===== src/rtl/custom_divide_pkg.sv =====
// -----------------------------------------------------------------------------
// custom_divide_pkg
// Shared definitions for the Nios custom-instruction arithmetic family
// (custom_divide, custom_multiply and relatives).
//   - state_t        : three-state multicycle handshake FSM encoding
//   - DEFAULT_WIDTH  : default operand/result width
//   - DEFAULT_ITER   : default iteration count (one step per result bit)
// -----------------------------------------------------------------------------
package custom_divide_pkg;

    localparam int DEFAULT_WIDTH = 32;
    localparam int DEFAULT_ITER  = DEFAULT_WIDTH;

    typedef enum logic [1:0] {
        IDLE   = 2'd0,
        DIVIDE = 2'd1,
        FINISH = 2'd2
    } state_t;

endpackage


===== src/rtl/custom_divide_div_step.sv =====
// -----------------------------------------------------------------------------
// div_step
// One purely combinational restoring-division iteration.
// The {rem, quo} pair is shifted left by one bit, the top quotient bit moving
// into the partial remainder. If the shifted remainder is at least the divisor
// the divisor is subtracted and a 1 enters the quotient LSB, otherwise a 0.
// Ports:
//   rem      [WIDTH:0]   : current partial remainder (one guard bit)
//   quo      [WIDTH-1:0] : current quotient / remaining dividend bits
//   divisor  [WIDTH-1:0] : unsigned divisor
//   rem_next [WIDTH:0]   : partial remainder after this step
//   quo_next [WIDTH-1:0] : quotient after this step
// -----------------------------------------------------------------------------
module div_step
    import custom_divide_pkg::*;
#(
    parameter int WIDTH = DEFAULT_WIDTH
) (
    input  logic [WIDTH:0]   rem,
    input  logic [WIDTH-1:0] quo,
    input  logic [WIDTH-1:0] divisor,
    output logic [WIDTH:0]   rem_next,
    output logic [WIDTH-1:0] quo_next
);

    logic [WIDTH:0]   shifted;
    logic [WIDTH-1:1] quo_shift;
    logic             fits;
    logic             unused_rem_msb;

    // The incoming remainder is always below the divisor, so its guard bit is
    // zero and dropping it in the shift loses nothing.
    assign unused_rem_msb = rem[WIDTH];
    assign shifted        = {rem[WIDTH-1:0], quo[WIDTH-1]};

    genvar gi;
    generate
        for (gi = 1; gi < WIDTH; gi++) begin : g_quo_shift
            assign quo_shift[gi] = quo[gi-1];
        end
    endgenerate

    // Compare at WIDTH+1 bits so a shifted remainder that exceeds WIDTH bits
    // still compares and subtracts correctly.
    assign fits     = (shifted >= {1'b0, divisor});
    assign rem_next = fits ? (shifted - {1'b0, divisor}) : shifted;
    assign quo_next = {quo_shift, fits};

endmodule


===== src/rtl/custom_divide.sv =====
// -----------------------------------------------------------------------------
// custom_divide
// Nios II multicycle custom instruction: unsigned restoring divider.
// A start pulse latches the operands and the result select; ITER restoring
// steps follow, then the selected result is registered and done pulses for
// one enabled cycle. Division by zero is not trapped: it naturally yields an
// all-ones quotient and a remainder equal to the dividend.
// Ports:
//   clk     : clock, rising edge
//   reset   : asynchronous, active-high reset
//   clk_en  : custom-instruction clock enable; everything holds while low
//   start   : operands valid on dataa/datab (ignored while busy)
//   n       : result select, 0 = quotient, 1 = remainder (sampled with start)
//   dataa   : unsigned dividend
//   datab   : unsigned divisor
//   done    : completion pulse, high only in FINISH
//   result  : quotient or remainder, held until the next completion
// -----------------------------------------------------------------------------
module custom_divide
    import custom_divide_pkg::*;
#(
    parameter int WIDTH = DEFAULT_WIDTH,
    parameter int ITER  = WIDTH
) (
    input  logic             clk,
    input  logic             reset,
    input  logic             clk_en,
    input  logic             start,
    input  logic             n,
    input  logic [WIDTH-1:0] dataa,
    input  logic [WIDTH-1:0] datab,
    output logic             done,
    output logic [WIDTH-1:0] result
);

    localparam int CNT_W = (ITER < 1) ? 1 : $clog2(ITER + 1);

    state_t           state_reg,   state_next;
    logic [CNT_W-1:0] counter_reg, counter_next;
    logic [WIDTH:0]   rem_reg,     rem_next;
    logic [WIDTH-1:0] quo_reg,     quo_next;
    logic [WIDTH-1:0] divisor_reg, divisor_next;
    logic             n_reg,       n_next;
    logic [WIDTH-1:0] result_reg,  result_next;
    logic             done_reg,    done_next;

    logic [WIDTH:0]   step_rem;
    logic [WIDTH-1:0] step_quo;

    div_step #(
        .WIDTH (WIDTH)
    ) u_div_step (
        .rem      (rem_reg),
        .quo      (quo_reg),
        .divisor  (divisor_reg),
        .rem_next (step_rem),
        .quo_next (step_quo)
    );

    // Next-state and datapath decode.
    always_comb begin
        state_next   = state_reg;
        counter_next = counter_reg;
        rem_next     = rem_reg;
        quo_next     = quo_reg;
        divisor_next = divisor_reg;
        n_next       = n_reg;
        result_next  = result_reg;
        done_next    = 1'b0;

        case (state_reg)
            IDLE: begin
                if (start) begin
                    quo_next     = dataa;
                    divisor_next = datab;
                    n_next       = n;
                    rem_next     = '0;
                    counter_next = CNT_W'(ITER);
                    state_next   = DIVIDE;
                end
            end

            DIVIDE: begin
                // The edge after the last step commits the result; this
                // gives done ITER+1 enabled edges after the start edge.
                if (counter_reg == '0) begin
                    result_next = n_reg ? rem_reg[WIDTH-1:0] : quo_reg;
                    done_next   = 1'b1;
                    state_next  = FINISH;
                end else begin
                    rem_next     = step_rem;
                    quo_next     = step_quo;
                    counter_next = counter_reg - CNT_W'(1);
                end
            end

            FINISH: begin
                state_next = IDLE;
            end

            default: begin
                state_next = IDLE;
            end
        endcase
    end

    // All state lives here. clk_en gates every update so a stalled
    // instruction freezes completely, including a pending done.
    always_ff @(posedge clk or posedge reset) begin
        if (reset) begin
            state_reg   <= IDLE;
            counter_reg <= '0;
            rem_reg     <= '0;
            quo_reg     <= '0;
            divisor_reg <= '0;
            n_reg       <= 1'b0;
            result_reg  <= '0;
            done_reg    <= 1'b0;
        end else if (clk_en) begin
            state_reg   <= state_next;
            counter_reg <= counter_next;
            rem_reg     <= rem_next;
            quo_reg     <= quo_next;
            divisor_reg <= divisor_next;
            n_reg       <= n_next;
            result_reg  <= result_next;
            done_reg    <= done_next;
        end
    end

    assign done   = done_reg;
    assign result = result_reg;

endmodule


===== config.mk =====
export PLATFORM = sky130hd
export DESIGN_NAME = custom_divide
export DESIGN_NICKNAME = d
export VERILOG_FILES = /design/src/rtl/custom_divide_pkg.sv /design/src/rtl/custom_divide_div_step.sv /design/src/rtl/custom_divide.sv
export SDC_FILE = /design/constraint.sdc
export NUM_CORES = 1
export LEC_CHECK = 0
export CAP_MARGIN = 20
export CORE_ASPECT_RATIO = 1.75
export CORE_UTILIZATION = 28
export DETAILED_ROUTE_END_ITERATION = 8
export PLACE_DENSITY = 0.44
export SYNTH_ARGS = -nofsm -noshare
export SYNTH_HDL_FRONTEND = slang
export SYNTH_SLANG_ARGS = --single-unit

===== constraint.sdc =====
create_clock -name clk -period 15.01 [get_ports clk]
set_clock_uncertainty 0.1 [all_clocks]
set_input_delay 3.002 -clock clk [delete_from_list [all_inputs] [get_ports clk]]
set_output_delay 3.002 -clock clk [all_outputs]
set_load 0.02 [all_outputs]

# ---- Yosys cells after proc, flatten, opt, wreduce, memory -nomap -nowiden
# Index checks and enable logic that the tools add are counted.
dict set report word_totals {
  out_inout_bits 33
  register_bits 138
  in_bits 69
  elab_cells 38
}
dict set report classes {
  n_mux 16
  n_lt_le_gt_ge 1
  eq_ne 4
  reduce_logical 7
  n_addsub 2
}
# cell n
set op_table {}
lappend op_table {{two-way mux 32 bit} 6}
lappend op_table {{one-hot mux 32 bit (2 select lines)} 2}
lappend op_table {{greater-or-equal comparator 33 x 32 -> 1 bit} 1}
lappend op_table {{subtractor 32 bit} 1}
lappend op_table {{two-way mux 6 bit} 2}
lappend op_table {{one-hot mux 6 bit (2 select lines)} 1}
lappend op_table {{AND reduction 3 bit} 3}
lappend op_table {{zero test 6 bit} 1}
lappend op_table {{!= test 2 bit (second input constant)} 3}
lappend op_table {{subtractor 6 x 1 -> 6 bit (second input constant)} 1}
lappend op_table {{two-way mux 2 bit} 2}
lappend op_table {{one-hot mux 2 bit (2 select lines)} 1}
lappend op_table {{AND reduction 4 bit} 1}
lappend op_table {{== test 2 x 1 -> 1 bit (second input constant)} 1}
lappend op_table {{zero test 2 bit} 1}
lappend op_table {{two-way mux 1 bit} 2}
lappend op_table {{nonzero test 2 bit} 1}

# ---- Depth between registers and ports, before layout
dict set report depth {
  word_depth 4
  ltp_mapped 12
  mapped_depth_nobuf 11
}

# ---- By module
# From an unflattened synthesis, not the netlist that was laid out.
dict set report unflattened {
  hier_cells 965
  hier_area_um2 9029.9
}
# mod cells_per_inst seq_area_each_um2 area_each_um2 n_inst
set by_module_without_submodules {}
lappend by_module_without_submodules {custom_divide 552 3478.3 6062.1 1}
lappend by_module_without_submodules {div_step 413 0.0 2967.8 1}

# ---- Worst setup path after synthesis
# Ideal clock, no wire load.
dict set report synth_path {
  path_type {input to register}
  startpoint {input port clk_en}
  endpoint {register counter_reg[5]}
  t_required_ns 14.789
  t_arrival_ns 4.191
  cell_stages 7
  setup_time_ns 0.121
  n_path_buf 1
  setup_slack_ns 10.598
  cell_sequence {nand2b_1 a211o_1 buf_2 nor4_1 nor3b_1 xnor2_1 nand2b_1}
}
dict set report synth_via {
  elab_chain_len 1
}
# element line_no
set synth_rtl {}
lappend synth_rtl {{start, declared} custom_divide.sv:27} ;# input logic clk_en,
lappend synth_rtl {{AND reduction 4 bit (no line)} n/a}
lappend synth_rtl {{end signal, assigned} custom_divide.sv:121} ;# counter_reg <= counter_next;
lappend synth_rtl {{end, declared} custom_divide.sv:39} ;# logic [CNT_W-1:0] counter_reg, counter_next;
# Every way passes these cells.
# A chain may end at the register's enable or synchronous reset.

# ---- Final worst setup path
# Ends and elaborated chain as after synthesis.

==> run metrics <==
Worst setup EP type=register; die height=224 um; most frequent cells in the layout=137 x dfrtp_1, 134 x nand2_1, 102 x o21ai_0; syn_nets=966; Hold Buf Count CTS=0; post-synthesis xor/xnor area fraction=3.22%; FP Rows=81; Slew Limit Fails=0; IO Pins=102; Yosys warnings=0; Inserted Clock Buffers=17; first-pass GRT wire length=37,200 um; Vias=6,340; Adder-Cell Fraction of Synth Area=5.48%; leakage power total=4.35 nW; RSZ-0062 raised after global routing=no; grt total ovfl=0; Design Area, Final=9850 sq um; FMAX=199 MHz; later-pin clock latency in the skew report=0.44 ns; starting density of the core=28.3%; GPL Wtd Cong=0.831; total track usage=17.5%; Worst-Margin Slew=1.02 ns; Async S/R FF share, synth=100%; Antenna diodes=0; vias in the first global route=6,515; number of max-cap violations=0; Min-Delay Path Class=reg2reg; DRT iter0 DRCs=362; vias per inst=4.77; power per cell area=178 nW/um^2; Die X=129 um; Syn Inst Count=863; Critical Path Source Type=primary input; Die ar.=28,900 sq um; cts repair resizes=0; postcts setup bufs=0; Slew headroom=31.9%; fin crit period=5.03 ns; largest family of logic cells by synthesized area=compound AO/OA/AOI/OAI gates; post-route setup TNS=0 ns; compound-gate portion of the synthesized area=18.4%; fin nets=1,047; initial antenna violation count=0; mux cell area share after synthesis=11.1%; Synth Area in Simple Gates=13.6%; data arrival time of the worst path=5.26 ns; drt total wl=23,600 um; leading cell type in the layout, fill and taps excluded=dfrtp_1; Tcrit/Tclk final=33.5%; Final setup viols=0; most used flip-flop cell after synthesis=dfrtp_1; TritonCTS clock tree=done; status=complete, no violations; CTS max path bufs=2; top-area cell type share of the netlist area=43.7%; Avg WL per Cell=17.7 um; sequential-to-total area share from yosys stat=43.7%; Remaining DRCs=0; clk slew on worst S/H paths=0.06 ns; Synth area leaders=dfrtp_1 44%, mux2i_1 11%, o21ai_0 6.5%; Post-DRT Antenna Nets=0; largest area contributor in the netlist=dfrtp_1; P&R area growth vs syn=24.7%; PortBufs=101; synthesized area per cell=9.15 sq um; HPWL Detailed=17,400 um; critical path peak fanout=99; largest net degree at the start of global routing=100; WS Path Type=in2reg; post-synthesis register bit count=138; mapped cell area=7900 sq um; Netlist cell types=57; Hold Vio Cnt, Final=0; CTS sink count=138; Root Buffer=clkbuf_16; Min Hold Slack=0.377 ns; Post-DP Area=9240 sq um; core area=27,900 sq um; CP required=15.24 ns; number of synthesized flops with an enable pin=0; first-pass detailed-route iteration total=4; htree depth=4; layout cell share with drive strength beyond 1=5.85%; worst vdd ir=0.0862 mV
per-layer routing:
metal / vias up / share of wire [%] / global-route usage, %
li1: 3171 / - / -
met1: 3058 / 38 / 18.1
met2: 85 / 57 / 33.7
met3: 26 / 2.2 / 2.96
met4: 0 / 2.9 / 7.70
met5: - / 0 / 0
cells by family (layout without fill, tap and decap cells):
logic type,count (synthesis),count (layout)
flip-flops,138,138
multiplexers,87,87
buffers and inverters,88,182
AO/OA/AOI/OAI,242,242
adder cells (fa/ha/maj),34,34
AND/OR/NAND/NOR,245,245
XOR/XNOR,29,29
worst paths after layout:
check | startpoint | cells past startpoint | to | slack [ns]
min in group asynchronous | reset | 2 | result[24] | 2.95
worst max-delay path | clk_en | 8 | counter_reg[5] | 9.98
worst max register to register | rem_reg[18] | 10 | rem_reg[23] | 11.11
worst min-delay path | done | 1 | done | 0.38
worst min register to register | done | 1 | done | 0.38
max in group asynchronous | reset | 3 | n_reg | 10.46
Yosys cell counts, types with 5 or more instances:
cell type and number:
dfrtp_1 138, nand2_1 134, o21ai_0 102, mux2i_1 85, a21oi_1 63, nor2_1 54
inv_1 42, clkbuf_1 33, ha_1 33, xnor2_1 21, a21o_1 15, nand2b_1 8
o211ai_1 8, xor2_1 8, nand3_1 7, nor2b_1 7, buf_1 6, nor3_1 6
o21a_1 6, o21ai_1 6, a21boi_0 5, and2_1 5, and3_1 5, nor4_1 5
o221ai_1 5
stage by stage:
| stage | power, mW | setup slack [ns] | cells | utilization, % |
|---|---|---|---|---|
| detailed placement | 1.35 | 9.50 | 1297 | 33.2 |
| CTS | 1.78 | 9.98 | 1329 | 35.3 |
| finish | 1.76 | 9.98 | 1330 | 35.3 |
| global route | 1.89 | 9.77 | 1330 | 35.3 |
| global placement | 1.34 | 9.51 | 1297 | 33.2 |
| floorplan | 1.09 | 8.21 | 863 | - |
area by class of cell:
class                   instances  area [sq um]
inverters                      42           163
flip-flops and latches        138          3450
multi-input cells             637          4100
well taps                     373           467
fillers                      2931         18000
clock buffers                  19           443
clock inverters                13           141
repair buffers                108          1080
worst max-delay path, stage by stage:
cell             delay (ns)
clkdlybuf4s50_1        0.51
nand2b_1               0.11
a211o_2                0.31
buf_4                  0.41
nor4_1                 0.40
nor3b_1                0.28
xnor2_1                0.15
nand2b_1               0.06
power by group:
part / switching (mW) / total, mW / internal [mW]
Sequential: 0.110 / 0.619 / 0.509
Combinational: 0.391 / 0.710 / 0.320
Clock: 0.176 / 0.426 / 0.250
No activity file was read; power rests on OpenSTA's default activity.
